--- src/rtl/layer_sequencer.sv ---
// layer_sequencer: steps NUM_STAGES layer engines in index order.
// Optional per-stage watchdog is compiled in with SEQ_WATCHDOG_EN.
module layer_sequencer #(
  parameter int NUM_STAGES     = 5,
  parameter int CNT_W          = 24,
  parameter int TIMEOUT_CYCLES = 65535,
  localparam int IDX_W = (NUM_STAGES > 1) ? $clog2(NUM_STAGES) : 1
) (
  input  logic                  clk,
  input  logic                  rst_n,
  input  logic                  start,
  input  logic                  abort,
  input  logic [NUM_STAGES-1:0] stage_skip,
  input  logic [NUM_STAGES-1:0] stage_done,
  output logic [NUM_STAGES-1:0] stage_en,
  output logic [NUM_STAGES-1:0] stage_start,
  output logic [IDX_W-1:0]      cur_stage,
  output logic                  busy,
  output logic                  finish,
  output logic                  error,
  output logic [CNT_W-1:0]      cycle_cnt
);

  typedef enum logic [3:0] {
    IDLE = 4'b0001,
    RUN  = 4'b0010,
    DONE = 4'b0100,
    ERR  = 4'b1000
  } state_t;

  state_t state, state_d;
  logic [NUM_STAGES-1:0] mask, mask_d;
  logic [NUM_STAGES-1:0] en_d, sp_d;
  logic [IDX_W-1:0]      cur_d;
  logic [CNT_W-1:0]      cnt_d;
  logic [IDX_W:0]        first, next;

  // {found, index} of lowest unskipped stage at or above lo
  function automatic logic [IDX_W:0] scan(
    input logic [NUM_STAGES-1:0] m,
    input int                    lo
  );
    logic [IDX_W:0] r;
    r = '0;
    for (int i = NUM_STAGES - 1; i >= 0; i--)
      if (i >= lo && !m[i])
        r = {1'b1, IDX_W'(i)};
    return r;
  endfunction

  assign first = scan(stage_skip, 0);
  assign next  = scan(mask, int'(cur_stage) + 1);

`ifdef SEQ_WATCHDOG_EN
  localparam int WD_W = $clog2(TIMEOUT_CYCLES + 1);
  logic [WD_W-1:0] wd, wd_d;
  logic            expired;

  assign expired = (wd == WD_W'(TIMEOUT_CYCLES - 1));
  assign error   = (state == ERR);

  always_ff @(posedge clk or negedge rst_n)
    if (!rst_n) wd <= '0;
    else        wd <= wd_d;
`else
  assign error = 1'b0;
`endif

  assign busy   = (state == RUN);
  assign finish = (state == DONE);

  always_comb begin
    state_d = state;
    mask_d  = mask;
    cur_d   = cur_stage;
    cnt_d   = cycle_cnt;
    en_d    = '0;
    sp_d    = '0;
`ifdef SEQ_WATCHDOG_EN
    wd_d    = wd;
`endif
    if (abort) begin
      state_d = IDLE;
      mask_d  = '0;
      cur_d   = '0;
      cnt_d   = '0;
    end else begin
      unique case (1'b1)
        state[1]: begin
          if (!(&cycle_cnt))
            cnt_d = cycle_cnt + CNT_W'(1);
          if (stage_done[cur_stage]) begin
            if (next[IDX_W]) begin
              cur_d = next[IDX_W-1:0];
              en_d  = NUM_STAGES'(1) << next[IDX_W-1:0];
              sp_d  = en_d;
`ifdef SEQ_WATCHDOG_EN
              wd_d  = '0;
`endif
            end else begin
              state_d = DONE;
            end
`ifdef SEQ_WATCHDOG_EN
          end else if (expired) begin
            state_d = ERR;
          end else begin
            en_d = stage_en;
            wd_d = wd + WD_W'(1);
`else
          end else begin
            en_d = stage_en;
`endif
          end
        end
        default: begin
          if (start) begin
            mask_d = stage_skip;
            cnt_d  = '0;
            if (first[IDX_W]) begin
              state_d = RUN;
              cur_d   = first[IDX_W-1:0];
              en_d    = NUM_STAGES'(1) << first[IDX_W-1:0];
              sp_d    = en_d;
`ifdef SEQ_WATCHDOG_EN
              wd_d    = '0;
`endif
            end else begin
              state_d = DONE;
              cur_d   = '0;
            end
          end
        end
      endcase
    end
  end

  always_ff @(posedge clk or negedge rst_n) begin
    if (!rst_n) begin
      state       <= IDLE;
      mask        <= '0;
      cur_stage   <= '0;
      stage_en    <= '0;
      stage_start <= '0;
      cycle_cnt   <= '0;
    end else begin
      state       <= state_d;
      mask        <= mask_d;
      cur_stage   <= cur_d;
      stage_en    <= en_d;
      stage_start <= sp_d;
      cycle_cnt   <= cnt_d;
    end
  end

endmodule

--- config.mk ---
export PLATFORM = sky130hd
export DESIGN_NAME = layer_sequencer
export DESIGN_NICKNAME = d
export VERILOG_FILES = /design/src/rtl/layer_sequencer.sv
export SDC_FILE = /design/constraint.sdc
export NUM_CORES = 1
export LEC_CHECK = 0
export BUFFER_PORTS_ARGS = -buffer_cell sky130_fd_sc_hd__buf_2
export CAP_MARGIN = 15
export CORE_ASPECT_RATIO = 1.1
export CORE_MARGIN = 10
export CORE_UTILIZATION = 44
export CTS_CLUSTER_DIAMETER = 100
export CTS_CLUSTER_SIZE = 24
export DETAILED_ROUTE_END_ITERATION = 7
export PLACE_DENSITY = 0.63
export RECOVER_POWER = 100
export SLEW_MARGIN = 20
export SYNTH_ARGS = -nofsm -noshare
export SYNTH_HDL_FRONTEND = slang
export SYNTH_SLANG_ARGS = --single-unit
--- constraint.sdc ---
create_clock -name clk -period 2.4 [get_ports clk]
set_input_delay 0.48 -clock clk [delete_from_list [all_inputs] [get_ports clk]]
set_output_delay 0.48 -clock clk [all_outputs]
set_load 0.005 [all_outputs]
### Word-level counts from Yosys, hierarchy flattened

Index checks and enable logic that the tools add are counted.

| word-level totals | value |
|---|---|
| output and inout port bits | 40 |
| bits of input ports | 14 |
| word-level logic and storage cells | 81 |
| flip-flop bits (word level) | 46 |

| operators by class | value |
|---|---|
| reduce and logical (&&, ||, !) cells | 17 |
| order comparisons | 6 |
| mux-type cells | 40 |
| add/sub/neg operators | 2 |
| shift-type cells | 2 |
| equal/unequal tests | 7 |

Operator list:

| cell | count |
|---|---|
| $mux 24 | 4 |
| $mux 4 | 15 |
| $mux 5 | 12 |
| $add 24x1->24 const B | 1 |
| $reduce_and 24->1 | 1 |
| $mux 3 | 7 |
| $shl 1x3->5 const A | 2 |
| $ge 1x4->1 const A | 2 |
| $ge 2x4->1 const A | 2 |
| $ne 3x2->1 const B | 2 |
| $ne 3x3->1 const B | 2 |
| $reduce_and 3->1 | 2 |
| $logic_and 1x1->1 | 5 |
| $logic_not 1->1 | 5 |
| $add 3x1->4 const B | 1 |
| $eq 4x2->1 const B | 1 |
| $eq 4x3->1 const B | 1 |
| $ge 3x4->1 const A | 1 |
| $lt 3x4->1 const B | 1 |
| $reduce_and 2->1 | 2 |
| $bmux 1 s3 | 1 |
| $reduce_bool 3->1 | 1 |
| $ne 2x2->1 const B | 1 |
| $reduce_bool 2->1 | 1 |
| $mux 1 | 1 |

### Logic depth before layout (Yosys ltp)

| depth | value |
|---|---|
| depth after elaboration | 13 |
| gate-level depth with buffers | 7 |
| mapped depth without buffers | 7 |

### Least setup slack after synthesis

Ideal clock, no wire load.

| timing path | value |
|---|---|
| kind | reg-to-reg |
| start | register cur_stage[0] |
| end | register stage_en[2] |
| period minus slack after synthesis | 2015 ps |
| cell stages (with the launch flop) | 7 |
| path buffers | 0 |
| setup time | 65 ps |
| arrival time | 1950 ps |
| slack | 385 ps |
| data required time | 2335 ps |
| path through | dfrtp_1 -> ha_1 -> a21bo_2 -> o22ai_1 -> o2111ai_1 -> a2111oi_2 -> a31o_2 |

| on the way | value |
|---|---|
| cells in the longest elaborated chain, start to end | 13 |
| elaborated cells on any way between the ends | 24 |
| classes of those cells | add/sub: 1; order compare: 5; eq/ne: 1; shift: 1; mux: 11; reduce/logical: 5 |

Ends and longest elaborated chain:

| item | RTL line | text |
|---|---|---|
| start, declared | 17 | `output logic [IDX_W-1:0] cur_stage,` |
| start signal, assigned | 148 | `cur_stage <= cur_d;` |
| $add 3x1->4 | 52 | `assign next = scan(mask, int'(cur_stage) + 1);` |
| $ge 3x4->1 | 46 | `if (i >= lo && !m[i])` |
| $logic_and 1x1->1 | 46 |  |
| $mux 4 (5 in a row) | 46 |  |
| $shl 1x3->5 | 95 | `en_d = NUM_STAGES'(1) << next[IDX_W-1:0];` |
| $mux 5 | 93 | `if (next[IDX_W]) begin` |
| $mux 5 | 92 | `if (stage_done[cur_stage]) begin` |
| $mux 5 | 88 | `unique case (1'b1)` |
| $mux 5 | 82 | `if (abort) begin` |
| end signal, assigned | 149 | `stage_en <= en_d;` |
| end, declared | 15 | `output logic [NUM_STAGES-1:0] stage_en,` |

Parallel ways exist; a longest one is shown, timed or not. The select of a mux whose other input is x is not followed.
A chain may end at the register's enable or synchronous reset.

### Worst setup path after layout

| timing path | value |
|---|---|
| start | register cur_stage[0] |
| end | register stage_en[4] |

Same word-level chain as after synthesis.

==> out/metrics.csv <==
stage;metric;value;unit
run_status;status;finished, final reports clean;
placement;IO Port Bufs;52;
timing;fin. max-slew vios;0;
power;Leak Pwr;1.256;nW
timing;fin crit share;95.61;%
global_route;met2 global-route usage;25.78;%
worst_setup_path;CP Max Fanout;8;
yosys;syn_nets;299;
clocking;number of buffers created by CTS;5;
power;pwr/cell area;531.2;mW/mm2
clocking;Clk Latency, worst-skew pair;300;ps
floorplanning;Starting Density;45.48;%
yosys;cell taking the most area after synthesis;dfrtp_1;
global_route;gr usage total;14.81;%
worst_setup_path;Critical Path AT;2530;ps
worst_setup_path;type of origin of the critical path;register;
detailed_routing;drt pass-1 iters;4;
worst_setup_path;CP required;2640;ps
clocking;CTS Hold Bufs;0;
timing;Finish-stage setup viols;0;
timing;RSZ-0062 raised after global routing;no;
timing;final hold violation count;0;
cells_and_area;layout cells sized above 1;14.58;%
yosys;Seq/Total Area, Yosys;42.97;%
worst_setup_path;CP Class;reg2reg;
floorplanning;core area;0.005769;mm2
cells_and_area;FILL cells;574;
yosys;ranking of synthesized cells by area;dfrtp_1, a21oi_1, nand2_1, nand4_1, nor2_1;
job;Max-cap violations;0;
clocking;Sink Count;45;
worst_setup_path;cell family with most CP delay;compound AO/OA/AOI/OAI gates;
detailed_routing;Vias;2438;
placement;HPWL Detailed;5.271;mm
yosys;Synth Warn #;0;
worst_setup_path;CP peak stage delay;600;ps
worst_setup_path;Cell Chain, Critical Path;inv_1, ha_1, nor2b_1, a211oi_1, a21oi_1, a221oi_1, a31o_2;
cells_and_area;Cell Count, Final, Fillers Out;413;
worst_setup_path;RR Endpoint;stage_en[4];
cells_and_area;final core occ;52.14;%
yosys;synth unique cells;58;
yosys;Mapped Cells;281;
min_path;Min-Delay Path Class;in2async;
yosys;commonest cells in the synthesized netlist;dfrtp_1, nand2_1, a21oi_1;
clocking;number of post-CTS setup repair buffers;0;
floorplanning;Die Y;101.0;um
clocking;# resized after CTS;0;
placement;Final GP Congestion;0.9087;
timing;Clock Skew;6.740;ps
yosys;Synth Flop Type;dfrtp_1;
worst_setup_path;worst reg2reg path startpoint;cur_stage[0];
yosys;syn avg cell area;9.337;um2
detailed_routing;vias per inst;5.903;
cells_and_area;Nets;354;
floorplanning;DIE WIDTH;93.63;um
timing;max_slew headroom;18.75;%
floorplanning;# IOs;54;
global_route;overflow left after global routing;0;
global_route;global-route wire length before repair;11.59;mm
timing;Highest Clock Rate;435.8;MHz
timing;slew of the pin with the lowest slew margin;1219;ps
worst_setup_path;path depth of the worst reg2reg path;7;
timing;post-layout min period;2295;ps
detailed_routing;number of remaining DRC errors;0;
global_route;largest net degree at the start of global routing;24;
global_route;M1 GR Usage;16.64;%
detailed_routing;drt first-iter violations;71;
worst_setup_path;CP endpoint kind;register;
yosys;synthesis-stage register bit count;45;
yosys;most frequent cell after synthesis;dfrtp_1;
floorplanning;die footprint;0.009455;mm2
global_route;met3 global-route usage;3.949;%
global_route;vias in the first global route;2407;
worst_setup_path;Worst Path Buf+Inv;1;
yosys;mapped cell area;0.002624;mm2
clocking;TritonCTS clock tree;done;
detailed_routing;post-route ant nets;0;
worst_setup_path;flop-to-flop setup slack;110;ps
clocking;Reg clk slew, reported paths;90;ps
worst_setup_path;Slowest-stage cell, CP;a221oi_1;
clocking;Clock Path Buffers;2;
detailed_routing;WL per Instance;17.17;um
yosys;async set or reset register ratio after synthesis;100.0;%
clocking;H-tree Lvls;2;
cells_and_area;diode count;0;
power;worst vdd ir;0.0002339;V
cells_and_area;area delta synth->final;14.64;%
yosys;EDFF count, synth;0;
detailed_routing;WL final;7.092;mm
floorplanning;FP Rows;29;
global_route;antenna violations before repair;0;
timing;Total Neg Setup Slack;0;ps
global_route;gr busiest metal;met2;
yosys;Yosys top cell area share;41.96;%
clocking;Root Buffer;clkbuf_8;
placement;Placed Cells;406;
[worst max path at each step]
stage	cells past startpoint	slack (ps)	end	startpoint
global placement	7	70	stage_en[4]	cur_stage[0]
finish	7	110	stage_en[4]	cur_stage[0]
detailed placement	7	80	stage_en[4]	cur_stage[0]
global route	7	20	stage_en[4]	cur_stage[0]
floorplan	6	380	stage_en[2]	cur_stage[0]
CTS	7	50	stage_en[4]	cur_stage[0]
[metrics by stage]
step                worst slack, ps  power (mW)  hold slack [ps]  cell area (um2)
detailed placement            81.76       1.060            477.3             2998
global placement              74.63       1.061            468.5             2998
finish                        105.4       1.598            411.1             3008
floorplan                     384.6      0.9578            184.4             2624
global route                  17.21       1.665            450.5             3008
CTS                           54.23       1.624            165.4             3102
[cell type report]
cell class | instances | area (um2) | share of cell area, %
multi-input cells | 216 | 1381 | 45.92
flip-flops and latches | 45 | 1129 | 37.52
repair buffers | 60 | 267.8 | 8.902
well taps | 77 | 96.34 | 3.203
clock buffers | 5 | 68.82 | 2.288
clock inverters | 2 | 35.03 | 1.165
inverters | 8 | 30.03 | 0.9983
[layout by cell type, fill, tap and decap left out, types with 4 or more instances in the layout]
cell type | synthesis | layout
nand2_1 | 31 | 31
o31ai_1 | 4 | 4
xnor2_1 | 6 | 6
ha_1 | 4 | 4
buf_2 | 1 | 23
a31o_2 | 5 | 5
and4_1 | 3 | 4
nand4_1 | 13 | 13
nand2b_1 | 5 | 5
or3_1 | 8 | 8
clkbuf_1 | 8 | 32
nor2b_1 | 5 | 5
nand3_1 | 8 | 8
or4_1 | 5 | 7
nor3_1 | 5 | 5
xor2_1 | 5 | 5
inv_1 | 8 | 8
dfrtp_1 | 44 | 43
nor2_1 | 15 | 15
a21oi_1 | 25 | 25
clkbuf_8 | 0 | 5
mux2i_1 | 5 | 5
o211ai_1 | 4 | 4
o21ai_0 | 8 | 8
and3_1 | 5 | 5
[kinds of logic after synthesis]
group	count (synthesis)	share of synthesized area [%]
buffers and inverters	20	3.242
adders and majority gates	4	1.908
and+or+nand+nor	119	25.56
DFF	45	42.97
other	1	0.1429
muxes	5	1.908
AOI/OAI and AO/OA	76	20.60
xor gates and xnor gates	11	3.672
[state kept, by name (all words and copies together), names as in the netlist]
name / flops
state: 3
stage_en: 5
cur_stage: 3
mask: 5
cycle_cnt: 24
stage_start: 5
[power breakdown]
group | leakage (nW) | switching, mW | internal, mW
Combinational | 0.588 | 0.148 | 0.0817
Clock | 0.0540 | 0.258 | 0.303
Sequential | 0.615 | 0.0254 | 0.782
[routing by layer]
metal  routed length (um)  vias up
met3                  429       15
met5                    0        -
li1                     -     1161
met2                 3526       80
met4                  165        0
met1                 2970     1182
(Power assumes the default switching activity.)
